$ cat config.mk
export PLATFORM = sky130hd
export DESIGN_NAME = rx
export DESIGN_NICKNAME = d
export VERILOG_FILES = /design/src/rtl/tx_rx_pkg.sv /design/src/rtl/rx.sv
export SDC_FILE = /design/constraint.sdc
export NUM_CORES = 1
export LEC_CHECK = 0
export ABC_AREA = 1
export BUFFER_PORTS_ARGS = -buffer_cell sky130_fd_sc_hd__clkbuf_2
export CAP_MARGIN = 20
export CELL_PAD_IN_SITES_DETAIL_PLACEMENT = 1
export CELL_PAD_IN_SITES_GLOBAL_PLACEMENT = 2
export CORE_MARGIN = 4
export CORE_UTILIZATION = 39
export CTS_BUF_LIST = sky130_fd_sc_hd__clkbuf_4 sky130_fd_sc_hd__clkbuf_8
export DETAILED_ROUTE_END_ITERATION = 10
export PLACE_DENSITY = 0.89
export REMOVE_ABC_BUFFERS = 1
export SLEW_MARGIN = 10
export SYNTH_ARGS = -nofsm -noshare
export SYNTH_HDL_FRONTEND = slang
export SYNTH_SLANG_ARGS = --single-unit
$ cat constraint.sdc
create_clock -name clock -period 3.2 [get_ports clock]
set_clock_uncertainty 0.2 [all_clocks]
set_input_delay 0 -clock clock [delete_from_list [all_inputs] [get_ports clock]]
set_output_delay 0 -clock clock [all_outputs]
set_load 0.01 [all_outputs]
$ cat src/rtl/tx_rx_pkg.sv
// Shared definitions for the tx line driver and the rx receiver.
//
// Contents:
//   rx_state_t     receiver FSM state encoding (ARM, IDLE, DATA, STOP)
//   DATA_W_DEF     default number of data bits per frame
//   IDLE_LEVEL     line level between frames
//   START_LEVEL    line level of the start bit
//   STOP_LEVEL_DEF default line level of the stop bit
//   cnt_width()    width of a down-counter that must hold n-1
package tx_rx_pkg;

  typedef enum logic [1:0] {
    ARM  = 2'd0,
    IDLE = 2'd1,
    DATA = 2'd2,
    STOP = 2'd3
  } rx_state_t;

  localparam int   DATA_W_DEF     = 16;
  localparam logic IDLE_LEVEL     = 1'b1;
  localparam logic START_LEVEL    = 1'b0;
  localparam logic STOP_LEVEL_DEF = 1'b0;

  // A one-bit frame still needs a one-bit counter, so never return 0.
  function automatic int cnt_width(input int n);
    return (n > 1) ? $clog2(n) : 1;
  endfunction

endpackage

$ cat src/rtl/rx.sv
// Serial frame receiver, one line bit per clock, no oversampling.
//
// Frame on linha: start bit (0), DATA_W data bits MSB first, stop bit at
// STOP_LEVEL, then at least one idle cycle at 1. A good frame is placed in
// a one-entry output buffer offered with a valid/ack handshake.
//
// Ports:
//   clock      in   system clock, rising edge
//   reset      in   asynchronous, active-low reset
//   linha      in   serial line, idles at 1
//   ack        in   consumer takes palavra this cycle when valid=1
//   palavra    out  DATA_W  received word, MSB = first data bit
//   valid      out  palavra holds an unconsumed word
//   busy       out  a frame is in progress (DATA or STOP)
//   frame_err  out  one-cycle pulse: stop bit was not STOP_LEVEL
//   overrun    out  one-cycle pulse: good word dropped, buffer still full
module rx
  import tx_rx_pkg::*;
#(
  parameter int   DATA_W     = DATA_W_DEF,
  parameter logic STOP_LEVEL = STOP_LEVEL_DEF
) (
  input  logic              clock,
  input  logic              reset,
  input  logic              linha,
  input  logic              ack,
  output logic [DATA_W-1:0] palavra,
  output logic              valid,
  output logic              busy,
  output logic              frame_err,
  output logic              overrun
);

  localparam int CNT_W = cnt_width(DATA_W);

  rx_state_t          state;
  rx_state_t          state_nxt;
  logic [CNT_W-1:0]   cnt;
  logic [DATA_W-1:0]  shreg;

  logic               load_cnt;
  logic               shift_en;
  logic               stop_ok;
  logic               stop_bad;

  // State register
  always_ff @(posedge clock or negedge reset) begin
    if (!reset) begin
      state <= ARM;
    end else begin
      state <= state_nxt;
    end
  end

  // Next-state and datapath strobes
  always_comb begin
    state_nxt = state;
    load_cnt  = 1'b0;
    shift_en  = 1'b0;
    stop_ok   = 1'b0;
    stop_bad  = 1'b0;
    case (state)
      // ARM refuses to look for a start bit until the line has been seen
      // idle, so a line held low through reset is never taken as a start.
      ARM: begin
        if (linha == IDLE_LEVEL) begin
          state_nxt = IDLE;
        end
      end
      IDLE: begin
        if (linha == START_LEVEL) begin
          state_nxt = DATA;
          load_cnt  = 1'b1;
        end
      end
      DATA: begin
        shift_en = 1'b1;
        if (cnt == '0) begin
          state_nxt = STOP;
        end
      end
      STOP: begin
        state_nxt = ARM;
        if (linha == STOP_LEVEL) begin
          stop_ok = 1'b1;
        end else begin
          stop_bad = 1'b1;
        end
      end
      default: begin
        state_nxt = ARM;
      end
    endcase
  end

  // Deserializer: bit counter and shift register
  always_ff @(posedge clock or negedge reset) begin
    if (!reset) begin
      cnt   <= '0;
      shreg <= '0;
    end else begin
      if (load_cnt) begin
        cnt <= CNT_W'(DATA_W - 1);
      end else if (shift_en && (cnt != '0)) begin
        cnt <= cnt - 1'b1;
      end
      if (shift_en) begin
        shreg <= {shreg[DATA_W-2:0], linha};
      end
    end
  end

  // busy is taken from the next-state value so it is a plain flop output,
  // matching the registered state without any path from linha to the pin.
  always_ff @(posedge clock or negedge reset) begin
    if (!reset) begin
      busy <= 1'b0;
    end else begin
      busy <= (state_nxt == DATA) || (state_nxt == STOP);
    end
  end

  // Output buffer and error pulses
  always_ff @(posedge clock or negedge reset) begin
    if (!reset) begin
      palavra   <= '0;
      valid     <= 1'b0;
      frame_err <= 1'b0;
      overrun   <= 1'b0;
    end else begin
      frame_err <= stop_bad;
      overrun   <= 1'b0;
      if (stop_ok) begin
        // A same-cycle ack frees the slot, so the new word can replace
        // the one being consumed without a bubble.
        if (!valid || ack) begin
          palavra <= shreg;
          valid   <= 1'b1;
        end else begin
          overrun <= 1'b1;
        end
      end else if (valid && ack) begin
        valid <= 1'b0;
      end
    end
  end

endmodule

==> results.py <==
metrics = {
    "status": {
        "outcome": "complete, no violations",
    },
    "detailed_routing": {
        "drtPass1Iterations": 4,
        "avgViaCountPerCell": 4.866,
        "num_vias": 1197,
        "ant_nets": 0,
        "totalWireLength_mm": 3.218,
        "drc": 0,
        "routedWlPerCell_um": 13.08,
        "drtIter0Drc": 24,
    },
    "power": {
        "clkPwrFrac_pct": 24.5,
        "p_leak_nw": 0.9624,
        "p_int_w": 0.001143,
        "peakVddDrop_mv": 0.3485,
        "sw_frac_of_total_pct": 34.72,
        "powerDensity_mw_per_mm2": 909.9,
        "power_frac_comb_pct": 29.1,
        "p_switching_w": 0.0006079,
        "p_seq_share_pct": 46.4,
    },
    "clock_tree": {
        "post_cts_buffers": 0,
        "clkTransAtPathRegs_ns": 0.08,
        "htree_num_levels": 2,
        "clk_latency_ns": 0.29,
        "tritoncts": "yes",
        "cts_max_path_buffers": 2,
        "cts_num_sinks": 41,
        "cts_root_buffer": "clkbuf_8",
        "numCtsBuffers": 5,
    },
    "synth": {
        "yosys-top-cells-area": "dfrtp_1 65%, nand2_1 11%, o21ai_0 5.7%",
        "ys_warn_count": 0,
        "syn_inst": 167,
        "avgSynthCellArea_um2": 9.515,
        "synth_cell_types": 16,
        "synth_top_area_share_pct": 64.57,
        "yosysTopAreaCell": "dfrtp_1",
        "netlist_area_mm2": 0.001589,
        "synth-seq-cells": 41,
        "seq_area_frac_synth_pct": 64.57,
    },
    "die": {
        "ioPinCount": 24,
        "initial_utilization_pct": 41.83,
        "fp.dieArea_mm2": 0.005160,
        "fp.dieW_um": 71.83,
        "rows": 22,
        "dieHeight_um": 71.83,
        "core_region_area_mm2": 0.003799,
    },
    "place": {
        "place_congestion": 0.7303,
        "hpwl_mm": 2.156,
        "dp_slack_ns": 1.362,
        "io_buffer_count": 23,
    },
    "sta": {
        "drv_slew": 0,
        "setup_viol_count_final": 0,
        "final.min_clock_period_ns": 1.890,
        "worstMarginPinSlew_ns": 0.8163,
        "min_period_over_period_pct": 59.08,
        "hold_viol": 0,
        "maxSlewHeadroom_pct": 45.45,
        "rsz0062_at_grt": "false",
        "tns_ns": 0,
        "setup_ws_ns": 1.310,
        "fmaxAchievable_mhz": 529.0,
    },
    "global_routing": {
        "grt_max_degree": 42,
        "grtUsageTotal_pct": 13.80,
        "grt_pass1_vias": 1267,
        "antenna_found_initial": 0,
        "overflow": 0,
        "grt_pass1_wl_mm": 5.637,
    },
    "cells_and_area": {
        "layout-drive-gt1-share_pct": 17.68,
        "n_fill_cell": 447,
        "antenna_cells": 0,
        "fin_nets": 202,
        "utilization_pct": 50.66,
        "syn_to_final_growth_pct": 21.10,
    },
    "worst_setup_path": {
        "worstRegToRegCells": 3,
        "path_class": "in2reg",
        "rr_endpoint": "palavra[9]",
        "crit_buf_inv": 3,
        "cp-end-kind": "register",
        "worstPathRequired_ns": 3.19,
        "crit_cells": 5,
        "r2r_setup_slack_ns": 1.35,
        "cp_max_fo": 33,
        "setup.worst_path.end": "palavra[9]",
        "cp_cell_sequence": "dlygate4sd3_1, clkbuf_2, inv_1, nand4_2, o21ai_1",
        "r2r-start": "valid",
        "startpoint_type": "primary input",
        "setup.worst_path.start": "linha",
        "cp_top_family": "buffers and inverters",
        "slowest_stage": "nand4_2",
        "slowest_delay_ns": 0.66,
        "crit_arrival_ns": 1.88,
    },
    "worst_hold_path": {
        "hold_start": "shreg[8]",
        "hp-class": "reg2reg",
    },
    "run": {
        "max_cap_violations": 0,
    },
}
==> flip-flops by register name, summed over array words and instances, names as in the netlist <==
name and cells:
palavra 16, shreg 16, cnt 4, busy 1, frame_err 1, overrun 1
state 1, valid 1
==> stage by stage <==
stage	hold WS [ns]	instances	total power, W	area, um^2
after CTS	0.2431	244	0.001782	1894
final	0.2886	246	0.001751	1924
after global routing	0.3169	246	0.001901	1924
after global placement	-0.004663	232	0.001291	1734
after floorplan	-0.4956	161	0.001130	1559
after detailed placement	0.01667	232	0.001337	1734
==> cell type report <==
type                    count  area, um^2  share of cell area, %
clock buffers               7       90.09                  4.681
clock inverters             1       30.03                  1.560
inverters                  24       90.09                  4.681
multi-input cells          96       442.9                  23.02
flip-flops and latches     41        1026                  53.32
well taps                  48       60.06                  3.121
repair buffers             29       185.2                  9.623
==> how the worst min path moves through the flow <==
stage                  endpoint  slack, ns  cells past startpoint
floorplan                  busy      -0.50                      0
global placement    palavra[10]     -0.005                      1
detailed placement    shreg[12]       0.02                      1
CTS                 palavra[11]       0.24                      2
global route           shreg[9]       0.32                      2
finish                 shreg[9]       0.29                      2
==> routing by layer <==
metal	part of all wire [%]	GRT usage [%]	vias up
met2	51	25.71	16
li1	-	-	584
met1	43	14.90	591
met3	3.9	4.348	6
met4	1.2	3.758	0
met5	0	0	-
==> logic make-up (layout without fill, tap and decap cells) <==
family	after synthesis	count (layout)	synth area share [%]
AO/OA/AOI/OAI	35	35	11.10
flip-flops	41	41	64.57
buffers and inverters	30	61	7.558
adder cells (fa/ha/maj)	1	1	0.7873
AND/OR/NAND/NOR	60	60	15.98
==> cell usage after synthesis (all sizes together) <==
cell	instances
nand3	7
dfrtp	41
o21ai	34
buf	5
clkbuf	1
ha	1
nor2	3
nand2	47
nand4	2
nor3	1
o22ai	1
inv	24
==> layout by cell type (no fill, tap or decap) <==
cell / n
o22ai_1: 1
clkbuf_8: 6
nand4_1: 1
o21ai_0: 18
nor3_1: 1
nor2_4: 1
nand3_1: 7
nor2_1: 2
nand4_2: 1
inv_2: 1
dlygate4sd3_1: 5
nand2_1: 47
buf_12: 1
clkbuf_2: 23
ha_1: 1
dfrtp_1: 41
clkbuf_4: 1
o21ai_1: 16
inv_1: 23
bufinv_16: 1
==> worst reg2reg max path, delay by kind of cell, from the launching register on <==
kind / cells / cell delay, ns
DFF: 1 / 0.39
and+or+nand+nor: 2 / 0.76
AOI/OAI and AO/OA: 1 / 0.40
==> power by group through the flow <==
stage          Clock [W]  Sequential (W)  Combinational (W)
2_1_floorplan          0        0.000836           0.000294
3_3_place_gp           0        0.000813           0.000478
3_5_place_dp           0        0.000824           0.000513
4_1_cts         0.000448        0.000814           0.000520
5_1_grt         0.000468        0.000840           0.000594
6_report        0.000430        0.000813           0.000509
==> timing repair <==
action / in CTS / in global routing
gates resized for setup: 0 / 0
hold buffers: 4 / 1
endpoints found under the hold margin: 46 / 12
Power figures use the tool's default switching activity.
